--- src/rtl/synth_pkg.sv ---
// Shared constants and types for the voice engine / frame assembler / mixer path.
package synth_pkg;

    localparam int SAMPLE_W   = 32;
    localparam int NUM_VOICES = 16;

    typedef logic [$clog2(NUM_VOICES)-1:0] voice_idx_t;

    typedef enum logic {
        COLLECT = 1'b0,
        FULL    = 1'b1
    } asm_state_t;

endpackage

--- src/rtl/voice_frame_assembler_if.sv ---
// Voice engine -> frame assembler sample handshake (one voice per transfer).
interface voice_frame_assembler_if #(
    parameter int DATA_WIDTH = 32,
    parameter int NUM_VOICES = 16
) ();

    localparam int IDX_W = $clog2(NUM_VOICES);

    logic signed [DATA_WIDTH-1:0] s_voice_data;
    logic        [IDX_W-1:0]      s_voice_idx;
    logic                         s_valid;
    logic                         s_ready;

    modport master (
        output s_voice_data,
        output s_voice_idx,
        output s_valid,
        input  s_ready
    );

    modport slave (
        input  s_voice_data,
        input  s_voice_idx,
        input  s_valid,
        output s_ready
    );

endinterface

--- src/rtl/voice_frame_assembler.sv ---
// Collects per-voice samples into a shadow frame and publishes it on sample_tick.
// Optional per-voice mute at publish time when VOICE_ASM_MUTE_EN is defined.
module voice_frame_assembler #(
    parameter int DATA_WIDTH = 32,
    parameter int NUM_VOICES = 16,
    parameter int UNDERRUN_W = 16
) (
    input  logic                             clk,
    input  logic                             rst_n,
    voice_frame_assembler_if.slave           voice,
    input  logic                             sample_tick,
`ifdef VOICE_ASM_MUTE_EN
    input  logic [NUM_VOICES-1:0]            voice_mask,
`endif
    output logic [DATA_WIDTH*NUM_VOICES-1:0] voice_out_flat,
    output logic                             data_out_valid,
    output logic                             seq_err,
    output logic [UNDERRUN_W-1:0]            underrun_cnt
);

    import synth_pkg::*;

    localparam int IDX_W = $clog2(NUM_VOICES);
    localparam logic [IDX_W-1:0] LAST_IDX = IDX_W'(NUM_VOICES - 1);

    asm_state_t state, state_nxt;

    logic                    armed;
    logic                    ready;
    logic [IDX_W-1:0]        wr_ptr;
    logic [DATA_WIDTH-1:0]   shadow     [NUM_VOICES];
    logic [DATA_WIDTH-1:0]   shadow_nxt [NUM_VOICES];
    logic [DATA_WIDTH*NUM_VOICES-1:0] frame_pub;

    logic accept, idx_ok, restart, drop, last, publish, underrun;

    assign accept   = voice.s_valid && ready;
    assign idx_ok   = accept && (voice.s_voice_idx == wr_ptr);
    assign restart  = accept && (voice.s_voice_idx != wr_ptr) && (voice.s_voice_idx == '0);
    assign drop     = accept && !idx_ok && !restart;
    assign last     = idx_ok && (wr_ptr == LAST_IDX);
    assign publish  = sample_tick && ((state == FULL) || last);
    assign underrun = sample_tick && (state == COLLECT) && !last;

    // State register
    always_ff @(posedge clk or negedge rst_n) begin
        if (!rst_n) state <= COLLECT;
        else        state <= state_nxt;
    end

    // Next-state logic
    always_comb begin
        state_nxt = state;
        unique case (state)
            COLLECT: if (last && !sample_tick) state_nxt = FULL;
            FULL:    if (sample_tick)          state_nxt = COLLECT;
            default: state_nxt = COLLECT;
        endcase
    end

    // Output logic; armed holds s_ready low for the first cycle out of reset
    always_comb begin
        ready = armed && (state == COLLECT);
    end

    assign voice.s_ready = ready;

    // Shadow as it will be after this edge, so a same-cycle final sample is published
    always_comb begin
        for (int unsigned i = 0; i < NUM_VOICES; i++) shadow_nxt[i] = shadow[i];
        if (idx_ok)       shadow_nxt[wr_ptr] = voice.s_voice_data;
        else if (restart) shadow_nxt[0]      = voice.s_voice_data;
    end

    always_comb begin
        frame_pub = '0;
        for (int unsigned i = 0; i < NUM_VOICES; i++) begin
`ifdef VOICE_ASM_MUTE_EN
            frame_pub[i*DATA_WIDTH +: DATA_WIDTH] = voice_mask[i] ? '0 : shadow_nxt[i];
`else
            frame_pub[i*DATA_WIDTH +: DATA_WIDTH] = shadow_nxt[i];
`endif
        end
    end

    always_ff @(posedge clk or negedge rst_n) begin
        if (!rst_n) begin
            armed  <= 1'b0;
            wr_ptr <= '0;
            for (int unsigned i = 0; i < NUM_VOICES; i++) shadow[i] <= '0;
        end else begin
            armed <= 1'b1;
            for (int unsigned i = 0; i < NUM_VOICES; i++) shadow[i] <= shadow_nxt[i];
            if (idx_ok)       wr_ptr <= wr_ptr + 1'b1;
            else if (restart) wr_ptr <= IDX_W'(1);
        end
    end

    always_ff @(posedge clk or negedge rst_n) begin
        if (!rst_n) begin
            voice_out_flat <= '0;
            data_out_valid <= 1'b0;
            seq_err        <= 1'b0;
            underrun_cnt   <= '0;
        end else begin
            data_out_valid <= publish || underrun;
            seq_err        <= restart || drop;
            if (publish) voice_out_flat <= frame_pub;
            if (underrun && (underrun_cnt != '1)) underrun_cnt <= underrun_cnt + 1'b1;
        end
    end

endmodule

--- src/flat_wrapper.sv ---
// flat-port wrapper written by rule: the top's interface ports become plain ports
module voice_frame_assembler_flat import synth_pkg::*;
#(
    parameter int DATA_WIDTH = 32,
    parameter int NUM_VOICES = 16,
    parameter int UNDERRUN_W = 16
)
  (clk, rst_n, sample_tick, voice_out_flat, data_out_valid, seq_err, underrun_cnt, voice_s_voice_data, voice_s_voice_idx, voice_s_valid, voice_s_ready);
  voice_frame_assembler_if #(.DATA_WIDTH(DATA_WIDTH), .NUM_VOICES(NUM_VOICES)) voice_i ();
  input  logic clk;
  input  logic rst_n;
  input  logic sample_tick;
  output logic [DATA_WIDTH*NUM_VOICES-1:0] voice_out_flat;
  output logic data_out_valid;
  output logic seq_err;
  output logic [UNDERRUN_W-1:0] underrun_cnt;
  input wire logic [$bits(voice_i.s_voice_data)-1:0] voice_s_voice_data;
  input wire logic [$bits(voice_i.s_voice_idx)-1:0] voice_s_voice_idx;
  input wire logic [$bits(voice_i.s_valid)-1:0] voice_s_valid;
  output wire logic [$bits(voice_i.s_ready)-1:0] voice_s_ready;
  assign voice_i.s_voice_data = voice_s_voice_data;
  assign voice_i.s_voice_idx = voice_s_voice_idx;
  assign voice_i.s_valid = voice_s_valid;
  assign voice_s_ready = voice_i.s_ready;
  voice_frame_assembler #(.DATA_WIDTH(DATA_WIDTH), .NUM_VOICES(NUM_VOICES), .UNDERRUN_W(UNDERRUN_W)) u_core (.clk(clk), .rst_n(rst_n), .voice(voice_i), .sample_tick(sample_tick), .voice_out_flat(voice_out_flat), .data_out_valid(data_out_valid), .seq_err(seq_err), .underrun_cnt(underrun_cnt));
endmodule
--- config.mk ---
export PLATFORM = sky130hd
export DESIGN_NAME = voice_frame_assembler_flat
export DESIGN_NICKNAME = d
export VERILOG_FILES = /design/src/rtl/synth_pkg.sv /design/src/rtl/voice_frame_assembler_if.sv /design/src/rtl/voice_frame_assembler.sv /design/src/flat_wrapper.sv
export SDC_FILE = /design/constraint.sdc
export NUM_CORES = 1
export LEC_CHECK = 0
export CAP_MARGIN = 20
export CORE_ASPECT_RATIO = 1.5
export CORE_MARGIN = 10
export CORE_UTILIZATION = 54
export DETAILED_ROUTE_END_ITERATION = 6
export MAX_ROUTING_LAYER = met4
export PLACE_DENSITY = 0.79
export RECOVER_POWER = 100
export SYNTH_ARGS = -nofsm -noshare
export SYNTH_HDL_FRONTEND = slang
export SYNTH_SLANG_ARGS = --single-unit
export TNS_END_PERCENT = 20
--- constraint.sdc ---
create_clock -name clk -period 2.7 [get_ports clk]
set_input_delay 0.54 -clock clk [delete_from_list [all_inputs] [get_ports clk]]
set_output_delay 0.54 -clock clk [all_outputs]
set_load 0.05 [all_outputs]
**Word level (Yosys, flattened, before mapping)**

Index checks and enable logic that the tools add are counted.
Widths: inputs -> output; s select.

- Add/subtract/negate cells: 2
- Multiply operators: 0
- Div/mod/pow operators: 0
- $lt $le $gt $ge: 2
- Equal/unequal tests: 4
- Shift operators: 0
- Mux-type cells: 11
- Bitwise operators: 2
- Reductions and logical operators: 23

Operator list:

| cell | count |
|---|---|
| $bwmux 512 | 1 |
| $mux 480 | 1 |
| $demux 32 s4 | 1 |
| $mux 32 | 3 |
| $add 16x1->16 const B | 1 |
| $ne 16x16->1 const B | 1 |
| $logic_and 1x1->1 | 14 |
| $mux 4 | 2 |
| $ge 5x5->1 const B | 1 |
| $lt 5x1->1 const B | 1 |
| $not 4->5 | 1 |
| $add 4x1->4 const B | 1 |
| $eq 4x4->1 | 1 |
| $eq 4x4->1 const B | 1 |
| $logic_not 1->1 | 4 |
| $logic_not 4->1 | 1 |
| $ne 4x4->1 | 1 |
| $logic_or 1x1->1 | 3 |
| $mux 1 | 2 |
| $pmux 1 s2 | 1 |
| $reduce_bool 2->1 | 1 |
| $not 1->1 | 1 |

- Register bits: 1048
- Latch bits: 0
- Bits in writable memories: 0
- Bits in read-only memories: 0
- Input bits: 40
- Output and inout bits: 531
- Logic and storage cells: 67
- Memories: 0

**Longest topological paths before layout**

- Depth after elaboration: 8
- Mapped depth: 9
- Depth with buffers taken out: 6

**Least setup slack after synthesis**

Ideal clock, no wire load.

- Path type: input-to-reg
- Start: in voice_s_voice_idx[2]
- End: reg u_core.voice_out_flat[140]
- Setup time: 0.125 ns
- Arrival time: 2.043 ns
- Required time: 2.575 ns
- Slack: 0.533 ns
- Cell stages on the path: 8
- Buffers on the path: 3
- Cell sequence: xnor2_1 -> and4_1 -> buf_6 -> buf_12 -> nand4_4 -> buf_6 -> mux2_4 -> mux2_2

- Elaborated cells on any way between the ends: 6
- Those cells by class: eq/ne (1); mux (1); reduce/logical (4)

RTL lines:

| item | line | source |
|---|---|---|
| start, declared | flat_wrapper.sv:18 | `input wire logic [$bits(voice_i.s_voice_idx)-1:0] voice_s_voice_idx;` |
| $eq 4x4->1 | voice_frame_assembler.sv:38 | `assign idx_ok = accept && (voice.s_voice_idx == wr_ptr);` |
| $logic_and 1x1->1 | voice_frame_assembler.sv:38 |  |
| $mux 480 | voice_frame_assembler.sv:71 | `if (idx_ok) shadow_nxt[wr_ptr] = voice.s_voice_data;` |
| named net u_core.frame_pub[140] | voice_frame_assembler.sv:33 | `logic [DATA_WIDTH*NUM_VOICES-1:0] frame_pub;` |
| end signal, assigned | voice_frame_assembler.sv:108 | `if (publish) voice_out_flat <= frame_pub;` |
| end, declared | voice_frame_assembler.sv:15 | `output logic [DATA_WIDTH*NUM_VOICES-1:0] voice_out_flat,` |

The timed path passes the listed nets, and every way through them passes these cells.
A chain may end at the register's enable or synchronous reset.

**Worst setup path in the final report**

- Start: reg u_core.underrun_cnt[4]
- End: out underrun_cnt[4]

RTL lines:

| item | line | source |
|---|---|---|
| start, declared | voice_frame_assembler.sv:18 | `output logic [UNDERRUN_W-1:0] underrun_cnt` |
| start signal, assigned | voice_frame_assembler.sv:109 | `if (underrun && (underrun_cnt != '1)) underrun_cnt <= underrun_cnt + 1'b1;` |
| end, declared | flat_wrapper.sv:16 | `output logic [UNDERRUN_W-1:0] underrun_cnt;` |

No word-level cell between the ends.

==> flow_summary.ini <==
[timing]
clock_skew_ps = 11.85
hold_slack_ps = 486.3
slew_headroom_pct = -3.257
final_max_slew_viol_count = 40
hold_violations = 0
fin_crit_sh_pct = 95.65
fmax_ghz = 0.3872
rsz0062_at_grt = false
tightest_slew_ps = 1549
setup_violations = 0
fin_crit_ps = 2583

[run_status]
outcome = complete, but fails checks
violations = capacitance limit, slew limit

[synthesis]
syn-num-nets = 2375
postSynthAreaPerCell_um2 = 16.97
synth_compound_area_share_pct = 0.2373
ys_warn_count = 0
synth_top_cell_area_share_pct = 66.32
synthTopCellsByCount = dfrtp_1 (1048), mux2_2 (997), buf_2 (85)
yosysMostFrequentCell = dfrtp_1
synth.distinct_cells = 37
synth_top_family_by_area = multiplexers
ys.flop_type = dfrtp_1
synth_area_um2 = 39540
synth-adder-area-share_pct = 0.1582
async_flop_share_pct = 100.0
ys_top_cells_by_area = dfrtp_1 (66%), mux2_2 (28%), buf_2 (1.1%), mux2_4 (0.99%), buf_6 (0.66%)
synth_edf_count = 0
seq_area_frac_synth_pct = 66.32
synth_xor_area_share_pct = 0.4209
yosys.area.top_type = dfrtp_1
synthMuxAreaShare_pct = 29.49
synth_simple_gate_area_share_pct = 1.177
ys_seq_elements = 1048
syn_inst = 2330

[worst_setup_path]
r2r_slack_ps = 170
path_depth = 1
critPathLaunchType = flip-flop
worst-path-buf-inv = 1
cp_slowest_stage_delay_ps = 920
worstSetupEndpointType = primary output
crit_type = reg -> out
r2r_end = u_core.voice_out_flat[145]
cp-startpoint = u_core.underrun_cnt[4]
reg2regPathDepth = 7
timing.rr.start = u_core.wr_ptr[0]
required_ps = 2160
path_cells = dlygate4sd3_1
cp_max_fo = 6
crit_family = buffers and inverters
worstPathArrival_ps = 2040
cp_slowest_cell = dlygate4sd3_1
cp-endpoint = underrun_cnt[4]

[power_and_ir_drop]
switchingPower_w = 0.007219
combPwrFrac_pct = 6.0
pwr-share-seq_pct = 51.3
p_leak_nw = 27.24
p_clk_share_pct = 42.7
fin_total_pwr_w = 0.03213
power_density_nw_per_um2 = 644.3
vdd.ir_drop.worst_mv = 0.6049
p_int_w = 0.02491
switching_share_pct = 22.47

[clocking]
tritoncts = built
path_clk_slew_ps = 70
cts_buffers = 92
cts_buffer_depth = 3
clk_latency_ps = 640
htree_levels = 3
cts_root_buf = clkbuf_16
cts_setup_buffers = 0
clock-sinks = 1048

[grt]
overflow = 0
groute.usage.overall_pct = 26.24
grt_pass1_vias = 24990
antenna_found_initial = 4
grt_max_degree = 101
grt_pass1_wl_um = 161200

[cells_and_area]
drive_above_1_share_pct = 36.34
ff_latch_area_um2 = 26230
final_net_count = 3016
fin_cells = 3970
syn2layout_area_growth_pct = 26.10
fin_util_pct = 68.61
fillerInstances = 4752
multi_input_area_um2 = 12350

[floorplan]
core_area_um2 = 72670
top_level_ports = 571
die_y_um = 351.4
row_count = 121
initial_utilization_pct = 54.41
die_w_um = 240.9
dieArea_um2 = 84670

[routing]
first_pass_iters = 5
detail_route.wirelength_um = 107900
wl_per_cell_um = 27.18
viasPerCell = 5.701
antenna_left = 0
drc = 0
num_vias = 22630
drt_iter0_drc = 1375

[worst_hold_path]
min_path_type = reg -> reg
holdCritStartpoint = u_core.shadow[169]

[placement]
portBuffers = 570
gp_congestion = 0.8674
dp_cells = 3798
dpl.hpwl_um = 73180

[flow_run]
maxCapViolCount = 1
==> final cells by class <==
type / count / area share, %
Sequential cell: 1048 / 52.60
Multi-Input combinational cell: 1133 / 24.77
Timing Repair Buffer: 693 / 13.90
Clock buffer: 140 / 5.654
Tap cell: 922 / 2.314
Clock inverter: 29 / 0.7302
Inverter: 3 / 0.02258
Antenna cell: 2 / 0.01004
==> registers in the layout, indices dropped and copies added, names as in the netlist <==
signal and flops:
u_core.voice_out_flat 512, u_core.shadow 512, u_core.state 1, u_core.wr_ptr 4, u_core.seq_err 1, u_core.data_out_valid 1, u_core.underrun_cnt 16, u_core.armed 1
==> metal layers <==
| metal | vias to the layer above | track usage [%] | share of wire [%] |
|---|---|---|---|
| met5 | - | - | 0 |
| met4 | 0 | 11.07 | 4.3 |
| met3 | 192 | 4.703 | 5.7 |
| met2 | 736 | 42.52 | 50 |
| met1 | 12220 | 32.13 | 40 |
| li1 | 9479 | - | - |
==> repair_timing <==
item,in CTS,in global routing
setup endpoints to repair,1,0
hold endpoints to repair,30,0
hold buffers,1,0
gates resized for setup,1,0
==> cell families after synthesis <==
logic type	after synthesis
AO/OA/AOI/OAI	14
XOR/XNOR	19
adder cells (fa/ha/maj)	5
buffers and inverters	149
flip-flops	1048
multiplexers	1027
other	1
AND/OR/NAND/NOR	67
==> how the worst min path moves through the flow <==
stage | endpoint | cells past startpoint
after floorplan | u_core.armed | 0
after global placement | u_core.shadow[481] | 1
after detailed placement | u_core.shadow[481] | 1
after CTS | u_core.voice_out_flat[126] | 2
after global routing | u_core.shadow[481] | 1
final | u_core.shadow[169] | 1
==> power groups by stage <==
| stage | registers, W | logic (W) | clock network (W) |
|---|---|---|---|
| after detailed placement | 0.0168 | 0.00203 | 0 |
| after floorplan | 0.0169 | 0.000878 | 0 |
| after CTS | 0.0165 | 0.00204 | 0.0139 |
| final | 0.0165 | 0.00192 | 0.0137 |
| after global routing | 0.0165 | 0.00208 | 0.0146 |
| after global placement | 0.0167 | 0.00194 | 0 |
==> cell usage in the layout (no fill, tap or decap), types with 4 or more instances in the layout <==
cell type and count:
clkbuf_8 23, mux2_1 182, xnor2_1 10, clkbuf_4 8, nand2_1 11, buf_6 8
mux2_2 836, nand4_1 20, clkbuf_16 97, clkbuf_2 13, o21ai_0 5, dlygate4sd3_1 532
xor2_1 9, bufinv_16 8, clkbuf_1 34, nor2_1 4, buf_12 29, mux2_4 8
clkdlybuf4s50_1 37, buf_4 49, nand3_1 7, clkinv_2 15, nor3_1 6, dfrtp_1 1048
ha_1 5, nor2b_1 4
==> per-stage QoR <==
stage	worst slack [ps]	TNS, ps	cell area, um2
finish	117.4	0	49860
global route	63.76	0	49860
CTS	147.0	0	50250
detailed placement	-323.8	-59320	47060
global placement	-351.3	-65180	47060
floorplan	532.6	0	39540
Note: power is estimated with default switching activity, not from simulation.
